<file path="config.mk">
export PLATFORM = sky130hd
export DESIGN_NAME = tracker_sequencer
export DESIGN_NICKNAME = d
export VERILOG_FILES = /design/src/rtl/tracker_sequencer.sv
export SDC_FILE = /design/constraint.sdc
export NUM_CORES = 1
export LEC_CHECK = 0
export ABC_AREA = 1
export BUFFER_PORTS_ARGS = -buffer_cell sky130_fd_sc_hd__buf_2
export CAP_MARGIN = 20
export CORE_MARGIN = 3
export CORE_UTILIZATION = 50
export CTS_BUF_LIST = sky130_fd_sc_hd__clkbuf_16
export DETAILED_ROUTE_END_ITERATION = 12
export GPL_TIMING_DRIVEN = 1
export MAX_ROUTING_LAYER = met4
export PLACE_DENSITY = 0.66
export SETUP_SLACK_MARGIN = 0.4
export SYNTH_ARGS = -nofsm -noshare
export SYNTH_HDL_FRONTEND = slang
export SYNTH_SLANG_ARGS = --single-unit
export TNS_END_PERCENT = 30
</file>
<file path="constraint.sdc">
create_clock -name clk -period 3.8 [get_ports clk]
set_clock_uncertainty 0.2 [all_clocks]
set_input_delay 0.76 -clock clk [delete_from_list [all_inputs] [get_ports clk]]
set_output_delay 0.76 -clock clk [all_outputs]
set_load 0.005 [all_outputs]
</file>
<file path="src/rtl/tracker_sequencer.sv">
// rtl/tracker_sequencer.sv - line-tracking car mode sequencer (sensor filter, countdown, follow/junction/turn FSM)
// Optional obstacle input enabled by defining TRACKER_OBSTACLE_EN.
module tracker_sequencer #(
  parameter int COUNT_CYCLES  = 100_000_000,
  parameter int DEB_CYCLES    = 200_000,
  parameter int CHOOSE_CYCLES = 20_000_000,
  parameter int TURN_MIN      = 30_000_000,
  parameter int TURN_MAX      = 200_000_000,
  parameter int LOST_CYCLES   = 50_000_000
) (
  input  logic       clk,
  input  logic       rst,
  input  logic       start,
  input  logic       halt,
  input  logic [2:0] sensor,
  input  logic [1:0] turn_pref,
`ifdef TRACKER_OBSTACLE_EN
  input  logic       obstacle,
`endif
  output logic       turn_take,
  output logic [4:0] mode,
  output logic [4:0] last_mode,
  output logic       busy
);

  localparam int MAX_A = (COUNT_CYCLES > CHOOSE_CYCLES) ? COUNT_CYCLES : CHOOSE_CYCLES;
  localparam int MAX_B = (TURN_MIN > TURN_MAX) ? TURN_MIN : TURN_MAX;
  localparam int MAX_C = (LOST_CYCLES > DEB_CYCLES) ? LOST_CYCLES : DEB_CYCLES;
  localparam int MAX_AB = (MAX_A > MAX_B) ? MAX_A : MAX_B;
  localparam int MAXP = (MAX_AB > MAX_C) ? MAX_AB : MAX_C;
  localparam int W = $clog2(MAXP + 1);

  localparam logic [W-1:0] ONE       = W'(1);
  localparam logic [W-1:0] COUNT_M1  = W'(COUNT_CYCLES - 1);
  localparam logic [W-1:0] CHOOSE_M1 = W'(CHOOSE_CYCLES - 1);
  localparam logic [W-1:0] DEB_M1    = W'(DEB_CYCLES - 1);
  localparam logic [W-1:0] TMIN      = W'(TURN_MIN);
  localparam logic [W-1:0] TMAX      = W'(TURN_MAX);
  localparam logic [W-1:0] LOST      = W'(LOST_CYCLES);

  typedef enum logic [4:0] {
    S_IDLE     = 5'd0,  S_START  = 5'd1,  S_COUNT  = 5'd2, S_STRAIGHT = 5'd3,
    S_CHOOSE   = 5'd4,  S_LEFT   = 5'd5,  S_RIGHT  = 5'd6, S_BACK     = 5'd7,
    S_LLEFT    = 5'd8,  S_LRIGHT = 5'd9,  S_STOP   = 5'd30, S_ERROR   = 5'd31
  } state_t;

  state_t state, state_nx;
  logic [W-1:0] timer, timer_nx, lost, lost_nx, deb_cnt;
  logic [2:0] sync1, sync2, deb_pat, sns_f;
  logic take_nx;
  logic is_follow;

  // Synchronise raw sensors, then accept a pattern only once it has held DEB_CYCLES samples.
  always_ff @(posedge clk or posedge rst) begin
    if (rst) begin
      sync1   <= 3'b000;
      sync2   <= 3'b000;
      deb_pat <= 3'b000;
      deb_cnt <= '0;
      sns_f   <= 3'b000;
    end else begin
      sync1 <= sensor;
      sync2 <= sync1;
      if (sync2 != deb_pat) begin
        deb_pat <= sync2;
        deb_cnt <= ONE;
      end else if (deb_cnt >= DEB_M1) begin
        sns_f <= deb_pat;
      end else begin
        deb_cnt <= deb_cnt + ONE;
      end
    end
  end

`ifdef TRACKER_OBSTACLE_EN
  logic obs_1, obs_s;
  always_ff @(posedge clk or posedge rst) begin
    if (rst) begin
      obs_1 <= 1'b0;
      obs_s <= 1'b0;
    end else begin
      obs_1 <= obstacle;
      obs_s <= obs_1;
    end
  end
`endif

  assign is_follow = (state == S_STRAIGHT) || (state == S_LLEFT) || (state == S_LRIGHT);

  always_comb begin
    state_nx = state;
    timer_nx = timer;
    lost_nx  = lost;
    take_nx  = 1'b0;
    if (halt && state != S_IDLE) begin
      state_nx = S_STOP;
    end
`ifdef TRACKER_OBSTACLE_EN
    else if (obs_s && (is_follow || state == S_CHOOSE)) begin
      state_nx = S_BACK;
      timer_nx = '0;
    end
`endif
    else begin
      case (state)
        S_IDLE, S_STOP, S_ERROR: if (start) state_nx = S_START;
        S_START: begin
          state_nx = S_COUNT;
          timer_nx = COUNT_M1;
          lost_nx  = '0;
        end
        S_COUNT: begin
          if (timer == '0) state_nx = S_STRAIGHT;
          else timer_nx = timer - ONE;
        end
        S_STRAIGHT, S_LLEFT, S_LRIGHT: begin
          if (sns_f != 3'b000) lost_nx = '0;
          case (sns_f)
            3'b010:         state_nx = S_STRAIGHT;
            3'b100, 3'b110: state_nx = S_LLEFT;
            3'b001, 3'b011: state_nx = S_LRIGHT;
            3'b111: begin
              state_nx = S_CHOOSE;
              timer_nx = CHOOSE_M1;
            end
            3'b000: begin
              if (lost == LOST) state_nx = S_ERROR;
              else lost_nx = lost + ONE;
            end
            default: ;
          endcase
        end
        S_CHOOSE: begin
          if (timer == '0) begin
            take_nx = 1'b1;
            case (turn_pref)
              2'b00: state_nx = S_STRAIGHT;
              2'b01: state_nx = S_LEFT;
              2'b10: state_nx = S_RIGHT;
              2'b11: state_nx = S_BACK;
            endcase
          end else begin
            timer_nx = timer - ONE;
          end
        end
        S_LEFT, S_RIGHT, S_BACK: begin
          // Middle sensor may only end the turn after the minimum time; the timer saturates at TURN_MAX.
          if (timer >= TMIN && sns_f[1]) state_nx = S_STRAIGHT;
          else if (timer >= TMAX) state_nx = S_ERROR;
          else timer_nx = timer + ONE;
        end
        default: state_nx = S_IDLE;
      endcase
    end
  end

  always_ff @(posedge clk or posedge rst) begin
    if (rst) begin
      state     <= S_IDLE;
      timer     <= '0;
      lost      <= '0;
      turn_take <= 1'b0;
      last_mode <= 5'd0;
      busy      <= 1'b0;
    end else begin
      state     <= state_nx;
      timer     <= timer_nx;
      lost      <= lost_nx;
      turn_take <= take_nx;
      if (state_nx != state) last_mode <= state;
      busy <= !(state_nx == S_IDLE || state_nx == S_STOP || state_nx == S_ERROR);
    end
  end

  assign mode = state;

endmodule

</file>
==> impl_results.md, run 1 <==
- Slew Limit Fails: 0
- Most common cell in the netlist: nand2_1
- Worst-path cell chain: nor2_1 -> inv_1 -> nand2_8 -> ha_1 -> nand3b_1 -> nand3_1 -> a21oi_2 -> inv_1 -> a21oi_1 -> o21bai_1 -> or2_2 -> a31oi_1 -> a21oi_1
- TritonCTS clock tree: yes
- Final global-route overflow total: 0
- Die H: 127 um
- Rel. slew slack: 0.466
- Req. time, crit path: 3840 ps
- I/O Pins: 21
- Antenna-violating nets left: 0
- Fin cells: 1214
- Top FF cell, synth: dfrtp_1
- Max H-tree Level: 3
- Sum Neg Setup Slack: 0 ps
- Register Area: 2710 um2
- Pleak: 3.74 nW
- Area delta synth->final: 8.63%
- WL met3: 1040 um
- Avg Inst Size Synth: 7.32 um2
- Clock Pin Slew Worst Setup and Hold Paths: 80 ps
- Mapped cell area: 7340 um2
- Drt wl/cell: 15.0 um
- # nets final: 1069
- Crit path buffers/inverters: 2
- Gpl congestion: 1.03
- Share of cells above drive strength 1: 0.104
- Post-synthesis sequential area ratio: 0.368
- CP endpoint kind: flip-flop
- Syn Nets: 1042
- Overall Power: 0.00461 W
- Hold Worst Slack: 188 ps
- Worst Max-Slew Pin Slew: 799 ps
- Met1 WL: 8730 um
- Final-layout fill cell count: 1369
- Top cells by area, synth: dfrtp_1 37%, nand2_1 11%, inv_1 7.6%
- Initial antenna violation count: 0
- Post-synth top area cell: dfrtp_1
- Top delay family on crit path: simple AND/OR/NAND/NOR gates
- Final Cycle Share: 0.837
- First-pass GRT wire length: 30600 um
- Area of the multi-input gates: 3970 um2
- Antenna Diode Count: 0
- Critical path class: flip-flop to flip-flop
- Cell count after synthesis: 1002
- Class of the worst hold path: flip-flop to flip-flop
- Num CTS Buffers: 9
- Initial core utilization: 0.521
- Minimum clock period: 3180 ps
- Most frequent cells after synthesis: 211 x nand2_1, 148 x inv_1, 108 x dfrtp_1
- Status: finished, final reports clean
- Design Area, Final: 7970 um2
- Final wirelength: 18200 um
- Vias in the first global route: 6282
- Root Buffer: clkbuf_16
- Max Fanout on Critical Path: 22
- Final setup violation count: 0
- Clk sinks: 108
- Iter 0 DRT Violations: 463
- Largest net degree at the start of global routing: 56
- PortBufs: 20
- Worst path slowest cell: dfrtp_1
- Overall Global Routing Usage: 0.239
- Max Cap Viol: 0
- # DRC: 0
- DP Cell Count: 1197
- Clock network latency to the later pin of the worst-skew pair: 370 ps
- Core footprint: 14100 um2
- Rows: 43
- RSZ-0062 raised after global routing: false
- DP HPWL: 13700 um
- Via density: 5.48
- Register bit total from synthesis: 108
- Clk buf depth: 2
- Post-synth EDFFs: 0
- Synth top area share: 0.368
- Max Used Layer: met4
- Final hold viol count: 0
- Placed cell area: 7650 um2
- Fmax: 315 MHz
- Drt first pass iters: 6
- PD cells: 579 nW/um2
- Max IR drop VDD: 0.000261 V
- Post-synth cell types: 56
- CP startpoint kind: flip-flop
- Die area: 16200 um2
- Warnings, synthesis: 0
- Slowest Stage Delay on Critical Path: 480 ps
- Async S/R FF share, synth: 1.00
- Die width: 127 um
- Arrival @ worst endpoint: 3220 ps
- Met2 wire length: 8070 um
- Vias post-DR: 6650
==> final timing paths <==
| path | start | to | slack, ps | depth (start not counted) |
|---|---|---|---|---|
| worst max-delay path | mode[0] | timer[18] | 620 | 13 |
| worst min-delay path | sync1[0] | sync2[0] | 190 | 0 |
| worst max register to register | mode[0] | timer[18] | 620 | 13 |
| worst min register to register | sync1[0] | sync2[0] | 190 | 0 |
| max in group asynchronous | rst | mode[2] | 2300 | 3 |
| min in group asynchronous | rst | sync1[2] | 330 | 2 |
==> where the power goes <==
part | switching [W] | internal [W] | leakage, nW | total, W
Clock | 0.000476 | 0.000457 | 0.141 | 0.000934
Combinational | 0.00133 | 0.000751 | 2.25 | 0.00208
Sequential | 0.000230 | 0.00137 | 1.35 | 0.00160
==> per-layer routing <==
layer,vias to the layer above,GRT usage
li1,3373,-
met1,3057,0.325
met2,188,0.360
met3,32,0.0518
met4,0,0.0694
met5,-,-
==> flip-flops by register name (all words and copies together), names as in the netlist <==
signal and flops:
lost 28, sync1 3, sync2 3, deb_pat 3, busy 1, turn_take 1, last_mode 5, deb_cnt 28
sns_f 3, mode 5, timer 28
==> worst reg2reg max path, stage by stage (launching register included) <==
cell,delay [ps]
dfrtp_1,480
nor2_1,280
inv_1,180
nand2_8,210
ha_1,320
nand3b_1,130
nand3_1,140
a21oi_2,250
inv_1,80
a21oi_1,220
o21bai_1,110
or2_2,280
a31oi_1,130
a21oi_1,50
==> stage by stage <==
step,worst slack (ps),utilization
floorplan,844,-
global placement,483,0.543
detailed placement,425,0.543
CTS,568,0.564
global route,420,0.566
finish,621,0.566
==> final cells by class <==
| cell class | count | area share |
|---|---|---|
| Tap cell | 180 | 0.0282 |
| Multi-Input combinational cell | 723 | 0.497 |
| Timing Repair Buffer | 31 | 0.0245 |
| Clock inverter | 7 | 0.00785 |
| Inverter | 156 | 0.0745 |
| Clock buffer | 9 | 0.0282 |
| Sequential cell | 108 | 0.339 |
==> cell usage in the layout (no fill, tap or decap), drive strengths merged, types with 8 or more instances in the layout <==
master and n:
nand2 222, inv 158, nor2 117, dfrtp 108, a21oi 79, o21ai 58
nand3 56, nand4 31, buf 31, ha 30, nor3 27, a22oi 11
xor2 10, a31oi 10, xnor2 9, clkbuf 9, nor4 8, o22ai 8
==> timing repair <==
item / 4_1_cts / 5_1_grt
cloned: 0 / 0
buffers inserted: 0 / 1
setup endpoints to repair: 1 / 11
pin swaps: 0 / 1
endpoints found under the hold margin: 0 / 0
gates resized for setup: 1 / 6
hold buffers: 0 / 0
==> kinds of logic (layout without fill, tap and decap cells) <==
family,count (synthesis),after routing,synth area share
xor gates and xnor gates,19,19,0.0227
AOI/OAI and AO/OA,199,199,0.159
buffers and inverters,171,203,0.0944
DFF,108,108,0.368
and+or+nand+nor,474,474,0.301
adders and majority gates,31,31,0.0539
Note: power is estimated with default switching activity, not from simulation.
==> run 2, diff against run 1 <==
- clock period: 3.8 -> 2.9 ns (I/O delays scaled with it)
==> run 2 against run 1 <==
Sequential share of layout area down 4.1 points. Register-to-register slack worse by 500 ps. Non-clock buffer count increased by 43. Clock power rose by 46%. Fmax is 14% higher. Core utilization up 7.6 points. Largest cell class unchanged. Critical path type unchanged.
==> impl_results.md, run 2 (synthesis gave the netlist of run 1 again) <==
- Status: finished, final reports clean (unchanged)
- Hold endpoint: sync1[2] (was sync2[0])
- PD cells: 805 nW/um2 (was 579 nW/um2)
- Most frequent cells in the layout: 196 x nand2_1, 139 x inv_1, 108 x dfrtp_1 (was 211 x nand2_1, 148 x inv_1, 106 x dfrtp_1)
- Final setup violation count: 0 (unchanged)
- Max IR drop VDD: 0.000443 V (was 0.000261 V)
- Worst hold path stage count: 1 (was 0)
- Drt first pass iters: 5 (was 6)
- Initial antenna violation count: 0 (unchanged)
- RSZ-0062 raised after global routing: true (was false)
- Overall Global Routing Usage: 0.250 (was 0.239)
- Critical path class: flip-flop to flip-flop (unchanged)
- Root Buffer: clkbuf_16 (unchanged)
- PortBufs: 20 (unchanged)
- Rows: 43 (unchanged)
- Share of cells above drive strength 1: 0.230 (was 0.104)
- Largest net degree at the start of global routing: 73 (was 56)
- Vias post-DR: 7059 (was 6650)
- Rel. slew slack: 0.698 (was 0.466)
- Antenna-violating nets left: 0 (unchanged)
- PnR worst setup slack: 118 ps (was 621 ps)
- DP HPWL: 14000 um (was 13700 um)
- Initial core utilization: 0.521 (unchanged)
- R2r startpoint: mode[4] (was mode[0])
- Area delta synth->final: 23.3% (was 8.63%)
- Clk buf depth: 2 (unchanged)
- Clock Pin Slew Worst Setup and Hold Paths: 80 ps (about the same)
- Vias in the first global route: 6642 (was 6282)
- R2R depth: 14 (was 13)
- Worst Max-Slew Pin Slew: 453 ps (was 799 ps)
- Req. time, crit path: 2960 ps (was 3840 ps)
- Final Cycle Share: 0.959 (was 0.837)
- R2R Setup Slk: 120 ps (was 620 ps)
- Slew Limit Fails: 0 (unchanged)
- Minimum clock period: 2780 ps (was 3180 ps)
- CP startpoint: mode[4] (was mode[0])
- RR Endpoint: timer[18] (unchanged)
- Arrival @ worst endpoint: 2840 ps (was 3220 ps)
- Via density: 5.62 (was 5.48)
- Max Cap Viol: 0 (unchanged)
- CP endpoint kind: flip-flop (unchanged)
- Fmax: 359 MHz (was 315 MHz)
- Drt wl/cell: 15.7 um (was 15.0 um)
- CP startpoint kind: flip-flop (unchanged)
- Final global-route overflow total: 0 (unchanged)
- Iter 0 DRT Violations: 415 (was 463)
- # DRC: 0 (unchanged)
- Gpl congestion: 0.974 (was 1.03)
- Max Fanout on Critical Path: 14 (was 22)
- Clock network latency to the later pin of the worst-skew pair: 370 ps (about the same)
- I/O Pins: 21 (unchanged)
- Pleak: 4.10 nW (was 3.74 nW)
- First-pass GRT wire length: 32000 um (was 30600 um)
- TritonCTS clock tree: yes (unchanged)
- Hold path start: sensor[2] (was sync1[0])
- Core footprint: 14100 um2 (unchanged)
- Die width: 127 um (unchanged)
- Max H-tree Level: 3 (unchanged)
- Pre-CTS WS: 13.1 ps (was 425 ps)
- Clk sinks: 108 (unchanged)
- Placed cell area: 7890 um2 (was 7650 um2)
- Final wirelength: 19700 um (was 18200 um)
- Most common library cell in the layout ignoring fill and taps: nand2_1 (unchanged)
- Design Area, Final: 9050 um2 (was 7970 um2)
- Top Registers: deb_cnt x28, lost x28, timer x28 (unchanged)
- Num CTS Buffers: 9 (unchanged)
- Class of the worst hold path: primary input to flip-flop (was flip-flop to flip-flop)
- # nets final: 1112 (was 1069)
- Die area: 16200 um2 (unchanged)
- Final hold viol count: 0 (unchanged)
- Cts hold-fix bufs: 0 (unchanged)
- Antenna Diode Count: 0 (unchanged)
- Die H: 127 um (unchanged)
==> run 2: cell count changes in the layout (fill, tap and decap cells not counted), moves of 9 or more <==
cell     delta
ha_1       -22
a21oi_2    +12
a21oi_1    -17
buf_4      +37
nand2_1    -15
nand2_2    +14
o21ai_0    -12
inv_1       -9
ha_4       +21
==> run 2: power by group <==
group	internal, W	switching [W]
logic	0.00160	0.00220
clock network	0.000764	0.000592
registers	0.00179	0.000343
total	0.00415	0.00314
==> run 2: layout make-up <==
| type | count | area [um2] |
|---|---|---|
| clock buffers | 9 | 225 |
| clock inverters | 6 | 95.1 |
| fillers | 1198 | 5050 |
| inverters | 156 | 598 |
| multi-input cells | 723 | 4620 |
| flip-flops and latches | 108 | 2700 |
| well taps | 180 | 225 |
| repair buffers | 74 | 583 |
==> run 2: per-layer routing <==
layer  wire length [um]  part of all wire  up-vias  track usage
met5                  0                 0        -            -
met4                446             0.023        0       0.0826
met3               1070             0.054       39       0.0502
met2               9450              0.48      226        0.398
met1               8750              0.44     3318        0.323
li1                   -                 -     3476            -
==> run 2: timing repair <==
action | 4_1_cts | 5_1_grt
gates resized for setup | 71 | 72
endpoints found under the setup margin | 30 | 56
pin swaps | 9 | 46
setup buffers | 4 | 13
cloned | 0 | 0
==> run 2: worst max-delay path by stage <==
stage | to | slack (ps) | depth (start not counted)
after detailed placement | timer[18] | 10 | 13
after floorplan | timer[18] | -60 | 13
after global placement | timer[19] | 50 | 13
after CTS | timer[18] | 160 | 14
final | timer[18] | 120 | 14
after global routing | timer[18] | -30 | 14
==> run 2: critical path, cell delays in order (launching register included) <==
cell and delay (ps):
dfrtp_1 410, nor3_4 220, nand2_2 90, buf_12 160, buf_12 140, ha_4 220, nand3b_1 110, nand3_2 130
a21oi_4 210, inv_2 60, a21oi_2 190, o21bai_1 100, or2_4 230, a31oi_1 140, a21oi_1 50
==> run 2: per-stage QoR <==
step                total power (W)  hold WS [ps]   util  cells  TNS [ps]
floorplan                   0.00409           131      -   1002      -182
global placement            0.00500           134  0.560   1224         0
detailed placement          0.00500           136  0.560   1224         0
CTS                         0.00681           111  0.614   1243         0
global route                0.00778           103  0.642   1256     -65.6
finish                      0.00728           124  0.642   1256         0
